### src/rtl/mpr121_poller.sv
// mpr121_poller: brings up an MPR121 over an i2c_master AXI-stream front end, then polls its touch status.
// Optional MPR121_THRESH_CFG_EN: program 12 touch/release threshold pairs between settle and ECR.
module mpr121_poller #(
    parameter logic [6:0]  I2C_ADDR      = 7'h5A,
    parameter int unsigned POLL_TICKS    = 27_000,
    parameter int unsigned SETTLE_TICKS  = 27_000,
    parameter int unsigned TIMEOUT_TICKS = 270_000,
    parameter int unsigned REINIT_TICKS  = 270_000_000
) (
    input  logic        clk_27M,
    input  logic        reset,
    output logic [6:0]  cmd_address,
    output logic        cmd_start,
    output logic        cmd_read,
    output logic        cmd_write,
    output logic        cmd_write_m,
    output logic        cmd_stop,
    output logic        cmd_valid,
    input  logic        cmd_ready,
    output logic [7:0]  tx_tdata,
    output logic        tx_tvalid,
    input  logic        tx_tready,
    output logic        tx_tlast,
    input  logic [7:0]  rx_tdata,
    input  logic        rx_tvalid,
    output logic        rx_tready,
    output logic [11:0] touch,
    output logic        touch_valid,
    output logic        init_done,
    output logic        error
);

    typedef enum logic [4:0] {
        RST_CMD, RST_REG, RST_VAL, SETTLE,
`ifdef MPR121_THRESH_CFG_EN
        TH_CMD, TH_REG, TH_DATA,
`endif
        ECR_CMD, ECR_REG, ECR_VAL, POLL_WAIT,
        PTR_CMD, PTR_DATA, RD0_CMD, RD0_B, RD1_CMD, RD1_B
    } state_t;

    state_t      state, state_next;
    logic [31:0] tcnt;
    logic [31:0] rcnt;
    logic [7:0]  b0;
    logic        timeout;
    logic        reinit_due;
    logic        tx_fire;
    logic        rx_fire;
`ifdef MPR121_THRESH_CFG_EN
    logic [4:0]  th_idx;
`endif

    assign cmd_address = I2C_ADDR;
    assign reinit_due  = (rcnt >= REINIT_TICKS);
    assign timeout     = (state != SETTLE) && (state != POLL_WAIT) && (tcnt == TIMEOUT_TICKS);
    assign tx_fire     = tx_tvalid && tx_tready;
    assign rx_fire     = rx_tvalid && rx_tready;

    always_comb begin
        state_next  = state;
        cmd_start   = 1'b0;
        cmd_read    = 1'b0;
        cmd_write   = 1'b0;
        cmd_write_m = 1'b0;
        cmd_stop    = 1'b0;
        cmd_valid   = 1'b0;
        tx_tdata    = '0;
        tx_tvalid   = 1'b0;
        tx_tlast    = 1'b0;
        rx_tready   = 1'b0;
        case (state)
            RST_CMD, ECR_CMD: begin
                cmd_valid   = 1'b1;
                cmd_write_m = 1'b1;
                cmd_start   = 1'b1;
                cmd_stop    = 1'b1;
                if (cmd_ready) state_next = (state == RST_CMD) ? RST_REG : ECR_REG;
            end
            RST_REG: begin
                tx_tvalid = 1'b1;
                tx_tdata  = 8'h80;
                if (tx_tready) state_next = RST_VAL;
            end
            RST_VAL: begin
                tx_tvalid = 1'b1;
                tx_tdata  = 8'h63;
                tx_tlast  = 1'b1;
                if (tx_tready) state_next = SETTLE;
            end
            SETTLE: begin
`ifdef MPR121_THRESH_CFG_EN
                if (tcnt >= SETTLE_TICKS) state_next = TH_CMD;
`else
                if (tcnt >= SETTLE_TICKS) state_next = ECR_CMD;
`endif
            end
`ifdef MPR121_THRESH_CFG_EN
            TH_CMD: begin
                cmd_valid   = 1'b1;
                cmd_write_m = 1'b1;
                cmd_start   = 1'b1;
                cmd_stop    = 1'b1;
                if (cmd_ready) state_next = TH_REG;
            end
            TH_REG: begin
                tx_tvalid = 1'b1;
                tx_tdata  = 8'h41;
                if (tx_tready) state_next = TH_DATA;
            end
            TH_DATA: begin
                // even index = touch threshold, odd index = release threshold
                tx_tvalid = 1'b1;
                tx_tdata  = th_idx[0] ? 8'd6 : 8'd12;
                tx_tlast  = (th_idx == 5'd23);
                if (tx_tready && th_idx == 5'd23) state_next = ECR_CMD;
            end
`endif
            ECR_REG: begin
                tx_tvalid = 1'b1;
                tx_tdata  = 8'h5E;
                if (tx_tready) state_next = ECR_VAL;
            end
            ECR_VAL: begin
                tx_tvalid = 1'b1;
                tx_tdata  = 8'h8C;
                tx_tlast  = 1'b1;
                if (tx_tready) state_next = POLL_WAIT;
            end
            POLL_WAIT: begin
                if (tcnt >= POLL_TICKS) state_next = PTR_CMD;
            end
            PTR_CMD: begin
                cmd_valid = 1'b1;
                cmd_write = 1'b1;
                cmd_start = 1'b1;
                if (cmd_ready) state_next = PTR_DATA;
            end
            PTR_DATA: begin
                tx_tvalid = 1'b1;
                tx_tdata  = 8'h00;
                tx_tlast  = 1'b1;
                if (tx_tready) state_next = RD0_CMD;
            end
            RD0_CMD: begin
                cmd_valid = 1'b1;
                cmd_read  = 1'b1;
                cmd_start = 1'b1;
                if (cmd_ready) state_next = RD0_B;
            end
            RD0_B: begin
                rx_tready = 1'b1;
                if (rx_tvalid) state_next = RD1_CMD;
            end
            RD1_CMD: begin
                cmd_valid = 1'b1;
                cmd_read  = 1'b1;
                cmd_stop  = 1'b1;
                if (cmd_ready) state_next = RD1_B;
            end
            RD1_B: begin
                rx_tready = 1'b1;
                if (rx_tvalid) state_next = (rx_tdata[7] || reinit_due) ? RST_CMD : POLL_WAIT;
            end
            default: state_next = RST_CMD;
        endcase
        // A timed-out handshake spends one cycle with everything deasserted before re-init.
        if (timeout || reset) begin
            cmd_start   = 1'b0;
            cmd_read    = 1'b0;
            cmd_write   = 1'b0;
            cmd_write_m = 1'b0;
            cmd_stop    = 1'b0;
            cmd_valid   = 1'b0;
            tx_tdata    = '0;
            tx_tvalid   = 1'b0;
            tx_tlast    = 1'b0;
            rx_tready   = 1'b0;
        end
        if (timeout) state_next = RST_CMD;
    end

    always_ff @(posedge clk_27M) begin
        if (reset) begin
            state       <= RST_CMD;
            tcnt        <= '0;
            rcnt        <= '0;
            b0          <= '0;
            touch       <= '0;
            touch_valid <= 1'b0;
            init_done   <= 1'b0;
            error       <= 1'b0;
        end else begin
            state       <= state_next;
            touch_valid <= 1'b0;
            if (state_next != state || timeout) tcnt <= '0;
            else if (tcnt != '1)                tcnt <= tcnt + 32'd1;
            if (state == ECR_VAL && tx_fire) begin
                rcnt      <= '0;
                init_done <= 1'b1;
            end else if (rcnt != '1) begin
                rcnt <= rcnt + 32'd1;
            end
            if (timeout) begin
                error     <= 1'b1;
                init_done <= 1'b0;
            end
            if (state == RD0_B && rx_fire) b0 <= rx_tdata;
            if (state == RD1_B && rx_fire) begin
                if (rx_tdata[7]) begin
                    error     <= 1'b1;
                    init_done <= 1'b0;
                end else begin
                    touch       <= {rx_tdata[3:0], b0};
                    touch_valid <= 1'b1;
                    error       <= 1'b0;
                    if (reinit_due) init_done <= 1'b0;
                end
            end
        end
    end

`ifdef MPR121_THRESH_CFG_EN
    always_ff @(posedge clk_27M) begin
        if (reset || state != TH_DATA) th_idx <= '0;
        else if (tx_fire)               th_idx <= th_idx + 5'd1;
    end
`endif

endmodule

### config.mk
export PLATFORM = sky130hd
export DESIGN_NAME = mpr121_poller
export DESIGN_NICKNAME = d
export VERILOG_FILES = /design/src/rtl/mpr121_poller.sv
export SDC_FILE = /design/constraint.sdc
export NUM_CORES = 1
export LEC_CHECK = 0
export CORE_MARGIN = 2
export CORE_UTILIZATION = 52
export DETAILED_ROUTE_END_ITERATION = 10
export PLACE_DENSITY = 0.74
export SYNTH_ARGS = -nofsm -noshare
export SYNTH_HDL_FRONTEND = slang
export SYNTH_SLANG_ARGS = --single-unit
### constraint.sdc
create_clock -name clk_27M -period 2.9 [get_ports clk_27M]
set_clock_uncertainty 0.1 [all_clocks]
set_input_delay 0.58 -clock clk_27M [delete_from_list [all_inputs] [get_ports clk_27M]]
set_output_delay 0.58 -clock clk_27M [all_outputs]
set_load 0.1 [all_outputs]
# == Yosys cells after proc, flatten, opt, wreduce, memory -nomap -nowiden ==
# Cells that the tools add are included.
# word_totals
out_inout_bits,39
wordCells,103
ff_bits,92
inputBits,13
# classes
addsub,2
eq_ne,19
n_bitwise,2
n_lt_le_gt_ge,2
n_reduce_logical,24
muxes,46
# ops
op,count
5-bit 2-to-1 mux,14
5-bit one-hot mux with 13 select lines,1
32-bit by 1-bit adder with 32-bit output (second input constant),2
32-bit != test (second input constant),2
32-bit by 19-bit equality test with 1-bit output (second input constant),1
32-bit by 15-bit greater-or-equal comparator with 1-bit output (second input constant),1
32-bit by 29-bit greater-or-equal comparator with 1-bit output (second input constant),1
8-bit one-hot mux with 4 select lines,1
5-bit by 4-bit equality test with 1-bit output (second input constant),6
1-bit 2-to-1 mux,27
5-bit by 3-bit equality test with 1-bit output (second input constant),4
2-bit OR reduction,6
5-bit by 2-bit equality test with 1-bit output (second input constant),2
5-bit OR reduction,2
8-bit 2-to-1 mux,1
1-bit logical AND,7
3-bit 2-to-1 mux,2
3-bit OR reduction,2
5-bit by 1-bit equality test with 1-bit output (second input constant),1
5-bit logical NOT,1
5-bit by 2-bit != test with 1-bit output (second input constant),1
5-bit by 3-bit != test with 1-bit output (second input constant),1
5-bit != test,1
4-bit OR reduction,1
4 further kinds,7

# == Logic depth before layout (Yosys ltp) ==
# Gate-level depths: netlist of run 1.
# depth
ltp_word,12
depth_mapped,11
mapped_depth_nobuf,9

# == Least setup slack after synthesis of run 1 ==
# No wires, ideal clock.
# synth_path
kind,register to output
from,register state[3]
to,output cmd_read
required_ns,2.220
path_stages_with_launch,8
n_path_buf,2
setup_slack_ns,-2.228
t_arrival_ns,4.448
path_cell_list,dfxtp_1 > nor3b_2 > and2_1 > buf_2 > nor4_4 > or3_1 > buf_6 > nor4b_1
# synth_via
elab_chain_len,5
elab_cells_between_ends,10
cone_classes,eq/ne: 4; mux: 2; reduce/logical: 4
# synth_lines
element,line,source
"start, declared",42,"state_t state, state_next;"
"start signal, assigned",194,state <= state_next;
5-bit by 2-bit != test with 1-bit output / 5-bit by 3-bit != test with 1-bit output (equally long branches),56,assign timeout = (state != SETTLE) && (state != POLL_WAIT) && (tcnt == TIMEOUT_TICKS);
1-bit logical AND (2 in series),56,
1-bit logical OR,168,if (timeout || reset) begin
1-bit 2-to-1 mux (*),168,
"end, declared",14,"output logic cmd_read,"
# Mark *: on every way between the ends. The rest lies on a longest branch, timed or not.

# == Final worst setup path of run 1 ==
# layout_path
from,register tcnt[0]
to,output cmd_read
# layout_via
elab_chain_len,4
# layout_lines
element,line,source
"start, declared",43,logic [31:0] tcnt;
"start signal, assigned",197,else if (tcnt != '1) tcnt <= tcnt + 32'd1;
32-bit by 19-bit equality test with 1-bit output,56,
1-bit logical AND,56,
1-bit logical OR,168,
1-bit 2-to-1 mux,168,
# Every way passes these cells.

==> flow_summary.json, run 1 <==
{
  "outcome": "finished with violations",
  "violations": "negative setup slack",
  "hp-class": "flop to flop",
  "crit_slowest_cell": "dfxtp_2",
  "grt_pass1_wl_microns": 19600,
  "grt_max_degree": 30,
  "ys_async_sr_fraction_pct": 0,
  "p_seq_share_pct": 53.9,
  "fin_ws_ns": -0.137,
  "p_sw_share_pct": 28.4,
  "cts_buffers": 9,
  "dr.pass1.iters": 7,
  "drt_wl_total_microns": 11500,
  "combPwrFrac_pct": 10.4,
  "clkLatencyLatePin_ns": 0.38,
  "placed_area_sq_um": 6120,
  "syn_area_sq_um": 5190,
  "vias": 4568,
  "synth-edff-count": 0,
  "cts.sinks": 92,
  "start_util_pct": 53.3,
  "core_area_sq_um": 9730,
  "row_count": 36,
  "yosysWarnings": 0,
  "port_buffers": 44,
  "antenna_found_initial": 0,
  "holdPathStages": 2,
  "design_area_sq_um": 6500,
  "max_stage_delay_ns": 0.36,
  "layout_common_cells": "dfxtp_1 (84), buf_4 (61), nor2_1 (56), nand2_1 (55), xor2_1 (34)",
  "cap_violations": 0,
  "final_common_cell": "dfxtp_1",
  "grtUsageMet1_pct": 28.7,
  "drive_gt1_share_pct": 26.9,
  "synth_top_family_by_area": "simple AND/OR/NAND/NOR gates",
  "cts_tree": "built",
  "power_switching_mw": 0.672,
  "period_needed_ns": 3.04,
  "nNetsFinal": 699,
  "diodes": 0,
  "power_density_nw_per_um2": 364,
  "whs_ns": 0.372,
  "place_congestion": 0.852,
  "grt_pass1_vias": 4222,
  "fillers": 782,
  "clock_path_buffers": 2,
  "grt_util_met2_pct": 34.8,
  "synth_fa_ha_area_share_pct": 0.965,
  "vdd_ir_drop_max_v": 0.000205,
  "syn_area_per_cell_sq_um": 8.49,
  "worst_pin_slew_ns": 1.10,
  "post_drt_wl_per_cell_microns": 14.0,
  "leakage_nw": 2.25,
  "slew-limit-headroom_pct": 26.0,
  "timing.final.hold_violations": 0,
  "register_area_sq_um": 1850,
  "ys_seq_elements": 92,
  "maxSlewViolCount": 0,
  "area_growth_syn_to_layout_pct": 25.2,
  "netlist_instances": 611,
  "die_x_microns": 104,
  "fp.dieH_microns": 104,
  "crit_chain": "inv_2, ha_4, nor4bb_4, nand3_2, nor4_4, or3_4, buf_6, buf_4, nor4b_4, buf_12",
  "path_class": "flop to primary output",
  "synth.yosys.seq_area_share_pct": 35.5,
  "worst_ep_arrival_time_ns": 2.36,
  "grt.busiest_layer": "met2",
  "finalSetupViolCount": 16,
  "synth_compound_area_share_pct": 9.12,
  "viasPerCell": 5.57,
  "met3_usage_pct": 5.26,
  "end_kind": "primary output",
  "synth_cell_types": 67,
  "cp-start-kind": "flop",
  "max_freq_ghz": 0.329,
  "grt-ovfl-total": 0,
  "period_share_pct": 105,
  "clkTransAtPathRegs_ns": 0.10,
  "drt_iter0_drc": 272,
  "reg2reg_depth": 7,
  "grt_usage_pct": 21.5,
  "path_max_fanout": 4,
  "multiInputGateArea_sq_um": 3210,
  "muxShareOfSynthArea_pct": 0.217,
  "cts_root_buffer": "clkbuf_8",
  "synthFlopType": "dfxtp_1",
  "synth_xor_area_share_pct": 10.3,
  "p_int_mw": 1.69,
  "drc": 0,
  "worstPathRequired_ns": 2.22,
  "synth_simple_gate_area_share_pct": 36.4,
  "num_io_pins": 52,
  "cts_max_level": 3,
  "die_area_sq_um": 10800,
  "rsz0062_at_grt": "true",
  "detailed_place_hpwl_microns": 8040,
  "clkPwrFrac_pct": 35.7,
  "antenna_left": 0,
  "cts-hold-fix-buffers": 0
}
[layer usage]
metal  part of all wire (%)  vias to the layer above
li1                       -                     2272
met1                     45                     2125
met2                     48                      159
met3                    5.9                       12
met4                    1.1                        0
met5                      0                        -
[power by group through the flow]
stage | logic (mW) | clock network [mW] | registers [mW]
floorplan | 0.179 | 0 | 1.30
global placement | 0.227 | 0 | 1.30
detailed placement | 0.229 | 0 | 1.30
CTS | 0.237 | 0.865 | 1.28
global route | 0.259 | 0.925 | 1.28
finish | 0.246 | 0.843 | 1.28
[cells by family after synthesis]
group	Yosys count
adders and majority gates	4
xor gates and xnor gates	59
muxes	1
and+or+nand+nor	324
DFF	92
other	2
buffers and inverters	58
AOI/OAI and AO/OA	71
[cells in the mapped netlist, drive strengths merged, types with 2 or more instances]
| cell | number | area, sq um |
|---|---|---|
| or4 | 2 | 18.8 |
| o21ai | 26 | 130 |
| nor4bb | 2 | 20.0 |
| nand3b | 2 | 15.0 |
| a31oi | 5 | 31.3 |
| and4 | 6 | 53.8 |
| a211oi | 5 | 42.5 |
| buf | 26 | 240 |
| and2 | 6 | 38.8 |
| nor4 | 13 | 103 |
| ha | 4 | 50.1 |
| clkbuf | 16 | 80.1 |
| nand3 | 32 | 165 |
| nor2b | 7 | 43.8 |
| xnor2 | 25 | 238 |
| nor3b | 3 | 27.5 |
| a21oi | 14 | 70.1 |
| nor4b | 4 | 35.0 |
| nand2b | 24 | 150 |
| or3 | 9 | 56.3 |
| and3 | 12 | 75.1 |
| nand2 | 56 | 213 |
| nand4 | 30 | 203 |
| xor2 | 34 | 298 |
| o22ai | 2 | 12.5 |
| or2 | 3 | 18.8 |
| dfxtp | 92 | 1840 |
| nor3 | 46 | 380 |
| nand4b | 2 | 17.5 |
| conb | 2 | 7.51 |
| o2111ai | 3 | 26.3 |
| nor2 | 63 | 236 |
| inv | 16 | 60.1 |
| a21o | 3 | 23.8 |
[through the flow]
stage	TNS [ns]	std cells	total power, mW	util, %	worst slack, ns
after global routing	-3.72	820	2.46	66.8	-0.280
after global placement	-6.24	795	1.53	62.9	-0.203
after floorplan	-1.25	617	1.48	-	-0.295
after CTS	-1.71	815	2.38	65.8	-0.171
after detailed placement	-6.95	795	1.53	62.9	-0.229
final	-0.922	820	2.37	66.8	-0.137
[cell type report]
cell class | instances | share of cell area (%)
clock buffers | 9 | 1.91
well taps | 133 | 2.56
clock inverters | 7 | 1.08
inverters | 16 | 0.924
flip-flops and latches | 92 | 28.5
multi-input cells | 467 | 49.3
repair buffers | 96 | 15.7
[path summary, 6_finish.rpt]
path | slack (ns) | endpoint | startpoint
worst min register to register | 0.37 | touch[6]$_SDFFE_PP0P_ | b0[6]$_SDFFE_PP0P_
worst max register to register | 0.29 | tcnt[19]$_SDFFE_PP0P_ | tcnt[7]$_SDFFE_PP0P_
worst max-delay path | -0.14 | cmd_read | tcnt[0]$_SDFFE_PP0P_
worst min-delay path | 0.37 | touch[6]$_SDFFE_PP0P_ | b0[6]$_SDFFE_PP0P_
[repair_timing]
| item | CTS | global route |
|---|---|---|
| setup buffers | 4 | 5 |
| endpoints found under the setup margin | 17 | 17 |
| pin swaps | 11 | 9 |
| gates resized for setup | 13 | 12 |
[critical path, delay by kind of cell (launching register included)]
kind,cells,cell delay (ns)
and+or+nand+nor,5,0.91
buffers and inverters,4,0.55
DFF,1,0.36
adders and majority gates,1,0.16
[sequential cells by signal, summed over array words and instances (netlist names)]
name,count
state,5
touch_valid,1
b0,8
tcnt,32
rcnt,32
error,1
init_done,1
touch,12
No activity file was read; power rests on OpenSTA's default activity.
==> run 2, diff against run 1 <==
Settings changed: DONT_BUFFER_PORTS set to 1, PLACE_DENSITY 0.74 to 0.67.
==> flow_summary.json, run 2 (synthesis gave the netlist of run 1 again) <==
{
  "outcome": "finished with violations",
  "violations": "negative setup slack",
  "period_needed_ns": 2.99,
  "grt_max_degree": 33,
  "cts_tree": "built",
  "path_max_fanout": 6,
  "place_ws_ns": 0.0877,
  "antenna_found_initial": 0,
  "fp.dieH_microns": 104,
  "grt_usage_pct": 21.7,
  "drc": 0,
  "cap_violations": 0,
  "vdd_ir_drop_max_v": 0.000230,
  "cp-start-kind": "flop",
  "cts-hold-fix-buffers": 0,
  "drt_wl_total_microns": 11500,
  "worst_pin_slew_ns": 1.11,
  "worst_ep_arrival_time_ns": 2.31,
  "clkLatencyLatePin_ns": 0.38,
  "worstPathRequired_ns": 2.22,
  "port_buffers": 0,
  "viasPerCell": 5.63,
  "cts_buffers": 9,
  "die_x_microns": 104,
  "cts.sinks": 92,
  "crit_chain": "inv_2, ha_4, nor4bb_4, nand3_2, nor4_4, or3_4, or2_4, a21oi_4, buf_12",
  "max_freq_ghz": 0.335,
  "finalSetupViolCount": 8,
  "final_common_cell": "dfxtp_1",
  "grt-ovfl-total": 0,
  "rsz0062_at_grt": "true",
  "antenna_left": 0,
  "drive_gt1_share_pct": 25.7,
  "layout_common_cells": "dfxtp_1 (79), nor2_1 (57), nand2_1 (55), buf_4 (43), xor2_1 (34)",
  "place_congestion": 0.883,
  "detailed_place_hpwl_microns": 7980,
  "clkTransAtPathRegs_ns": 0.10,
  "period_share_pct": 103,
  "timing.final.hold_violations": 0,
  "diodes": 0,
  "final_util_pct": 63.5,
  "power_density_nw_per_um2": 394,
  "vias": 4409,
  "core_area_sq_um": 9730,
  "nNetsFinal": 662,
  "fin_ws_ns": -0.0850,
  "area_growth_syn_to_layout_pct": 19.0,
  "path_class": "flop to primary output",
  "cts_max_level": 3,
  "grt_pass1_vias": 4126,
  "end_kind": "primary output",
  "clock_path_buffers": 2,
  "drt_iter0_drc": 249,
  "crit_slowest_cell": "or3_4",
  "die_area_sq_um": 10800,
  "top_regs": "rcnt (32), tcnt (32), touch (12)",
  "grt_pass1_wl_microns": 19500,
  "row_count": 36,
  "whs_ns": 0.154,
  "slew-limit-headroom_pct": 25.2,
  "num_io_pins": 52,
  "dp.cells": 756,
  "post_drt_wl_per_cell_microns": 14.7,
  "maxSlewViolCount": 0,
  "hp-class": "input port to flop",
  "cts_root_buffer": "clkbuf_8",
  "max_stage_delay_ns": 0.37,
  "start_util_pct": 53.3,
  "instances_no_fill": 783,
  "p_total_mw": 2.43,
  "dr.pass1.iters": 6,
  "leakage_nw": 2.08
}
-- run 2: changes by cell type in the layout (fill, tap and decap cells not counted), moves of 2 or more --
cell,delta
buf_12,-5
clkdlybuf4s50_1,-12
nor4_1,-2
dfxtp_1,-5
nor4_4,+2
dfxtp_2,+4
buf_6,-2
buf_4,-18
-- run 2: layout make-up --
class | instances | area [sq um]
clock buffers | 10 | 138
well taps | 133 | 166
flip-flops and latches | 92 | 1860
clock inverters | 6 | 82.6
repair buffers | 59 | 643
multi-input cells | 467 | 3220
inverters | 16 | 60.1
fillers | 847 | 3560
-- run 2: path summary, 6_finish.rpt --
kind                         from                     to  slack (ns)  depth (start not counted)
max          tcnt[1]$_SDFFE_PP0P_            tx_tdata[1]       -0.09                          9
min                         reset     error$_SDFFE_PP0P_        0.15                          1
max reg2reg  tcnt[8]$_SDFFE_PP0P_  tcnt[12]$_SDFFE_PP0P_        0.23                          8
min reg2reg    b0[4]$_SDFFE_PP0P_  touch[4]$_SDFFE_PP0P_        0.37                          2
-- run 2: routing by layer --
metal	vias up	global-route usage (%)	wire length, microns
li1	2205	-	-
met1	2046	28.6	5240
met2	135	35.1	5440
met3	23	4.45	604
met4	0	8.11	223
met5	-	0	0
-- run 2: report_power, final --
| part | switching, mW | internal [mW] | total [mW] |
|---|---|---|---|
| Clock | 0.506 | 0.439 | 0.945 |
| Sequential | 0.00657 | 1.27 | 1.27 |
| Combinational | 0.144 | 0.0709 | 0.215 |
| Total | 0.656 | 1.78 | 2.43 |
-- run 2: per-stage QoR --
stage | setup TNS [ns] | instance area (sq um)
after floorplan | -1.25 | 5350
after global placement | 0 | 5740
after detailed placement | 0 | 5740
after CTS | -1.16 | 6090
after global routing | -1.20 | 6170
final | -0.425 | 6170
-- run 2: repair_timing --
item,4_1_cts,5_1_grt
setup buffers,6,6
endpoints found under the setup margin,17,40
pin swaps,12,7
gates resized for setup,18,12
-- run 2: worst max-delay path: cells and delay by family (launching register included) --
kind                     cells  cell delay, ns
buffers and inverters        2            0.31
flip-flops                   1            0.35
AO/OA/AOI/OAI                1            0.15
AND/OR/NAND/NOR              5            0.95
adder cells (fa/ha/maj)      1            0.15
==> run 3, diff against run 2 <==
Settings changed: CORE_MARGIN 2 to 4.
==> flow_summary.json, run 3 (synthesis gave the netlist of run 1 again) <==
{
  "grt_max_degree": 33,
  "die_area_sq_um": 11600,
  "violations": "negative setup slack",
  "drc": 0,
  "p_seq_share_pct": 51.7,
  "cts_tree": "built",
  "cap_violations": 0,
  "design_area_sq_um": 6180,
  "cts.sinks": 92,
  "fillers": 804,
  "r2r-end": "tcnt[27]$_SDFFE_PP0P_",
  "path_class": "flop to primary output",
  "end_kind": "primary output",
  "core_area_sq_um": 9730,
  "drt_iter0_drc": 272,
  "nNetsFinal": 655,
  "cts_max_level": 3,
  "cts_buffers": 9,
  "row_count": 36,
  "worst_ep_arrival_time_ns": 2.27,
  "start_util_pct": 53.3,
  "finalSetupViolCount": 8,
  "post_drt_wl_per_cell_microns": 14.3,
  "grt-ovfl-total": 0,
  "worstPathRequired_ns": 2.22,
  "reg2reg_slack_ns": 0.22,
  "place_congestion": 0.935,
  "outcome": "finished with violations",
  "slew-limit-headroom_pct": 33.2,
  "viasPerCell": 5.64,
  "period_share_pct": 102,
  "antenna_found_initial": 0,
  "clkTransAtPathRegs_ns": 0.09,
  "vdd_ir_drop_max_v": 0.000227,
  "worst_hold_path.endpoint": "error$_SDFFE_PP0P_",
  "combPwrFrac_pct": 8.4,
  "detailed_place_hpwl_microns": 7850,
  "antenna_left": 0,
  "top_regs": "rcnt (32), tcnt (32), touch (12)",
  "min_from": "reset",
  "finalSetupTns_ns": -0.230,
  "port_buffers": 0,
  "holdPathStages": 1,
  "num_io_pins": 52,
  "reg2reg_depth": 10,
  "rsz0062_at_grt": "true",
  "grt_pass1_vias": 4047,
  "hp-class": "input port to flop",
  "cts-hold-fix-buffers": 0,
  "multiInputGateArea_sq_um": 3250,
  "layout_common_cells": "dfxtp_1 (78), nor2_1 (57), nand2_1 (55), xor2_1 (34), buf_4 (34)",
  "whs_ns": 0.187,
  "path_max_fanout": 5,
  "placed_area_sq_um": 5720,
  "fp.dieH_microns": 108,
  "final_util_pct": 63.5,
  "p_sw_share_pct": 24.8,
  "final_common_cell": "dfxtp_1",
  "worst_pin_slew_ns": 1.00,
  "diodes": 0,
  "clock_path_buffers": 2,
  "maxSlewViolCount": 0,
  "clkLatencyLatePin_ns": 0.36,
  "crit_start": "tcnt[1]$_SDFFE_PP0P_",
  "cp-start-kind": "flop",
  "grt_pass1_wl_microns": 19000,
  "rr_startpoint": "tcnt[22]$_SDFFE_PP0P_",
  "dr.pass1.iters": 5,
  "power_density_nw_per_um2": 400,
  "drive_gt1_share_pct": 25.2,
  "die_x_microns": 108,
  "max_freq_ghz": 0.339,
  "leakage_nw": 2.07,
  "p_int_mw": 1.86,
  "cts_root_buffer": "clkbuf_8",
  "vias": 4377,
  "clkPwrFrac_pct": 40.0,
  "timing.final.hold_violations": 0,
  "power_switching_mw": 0.612,
  "period_needed_ns": 2.95,
  "grt_usage_pct": 20.0,
  "register_area_sq_um": 1860,
  "drt_wl_total_microns": 11100,
  "area_growth_syn_to_layout_pct": 19.0,
  "fin_ws_ns": -0.0523
}
run 3: worst max-delay path by stage:
stage                            endpoint  slack [ns]  depth (start not counted)
finish                        tx_tdata[1]       -0.05                          9
global route                     cmd_read       -0.13                          9
CTS                           tx_tdata[1]       -0.11                          9
detailed placement  tcnt[27]$_SDFFE_PP0P_        0.15                          8
global placement                 cmd_read        0.20                          7
floorplan                       cmd_start       -0.29                          7
run 3: what timing repair did:
action | CTS | global route
buffers inserted | 6 | 3
resized for setup | 25 | 11
cloned | 0 | 0
endpoints found under the setup margin | 17 | 19
pin swaps | 9 | 11
run 3: worst max-delay path, stage by stage, from the launching register on:
cell and delay [ns]:
dfxtp_2 0.35, inv_2 0.05, ha_4 0.15, nor4bb_4 0.14, nand3_2 0.09, nor4_4 0.05
or3_4 0.37, or2_4 0.30, a21oi_4 0.14, buf_12 0.26
run 3: final cells by class:
cell class | instances | share of cell area [%]
clock inverter | 5 | 1.44
sequential | 92 | 30.1
clock buffer | 11 | 2.29
multi-input combinational | 467 | 52.6
inverter | 16 | 0.972
tap | 133 | 2.69
timing repair buffer | 52 | 9.89
run 3: metal layers:
layer / vias up / wire, microns / part of all wire (%) / track usage [%]
met3: 24 / 595 / 5.4 / 3.18
met4: 0 / 270 / 2.4 / 9.11
li1: 2187 / - / - / -
met2: 128 / 5000 / 45 / 31.2
met5: - / 0 / 0 / 0
met1: 2038 / 5240 / 47 / 27.0
run 3: stage by stage:
stage	cells	power, mW	setup slack [ns]
2_1_floorplan	617	1.48	-0.295
3_3_place_gp	751	1.50	0.197
3_5_place_dp	751	1.50	0.154
4_1_cts	773	2.49	-0.113
5_1_grt	776	2.56	-0.134
6_report	776	2.47	-0.0523
run 3: power groups by stage:
stage	Sequential, mW	Combinational (mW)	Clock, mW
final	1.28	0.207	0.986
after global routing	1.28	0.219	1.06
after CTS	1.27	0.203	1.01
after detailed placement	1.30	0.194	0
after global placement	1.30	0.192	0
after floorplan	1.30	0.179	0
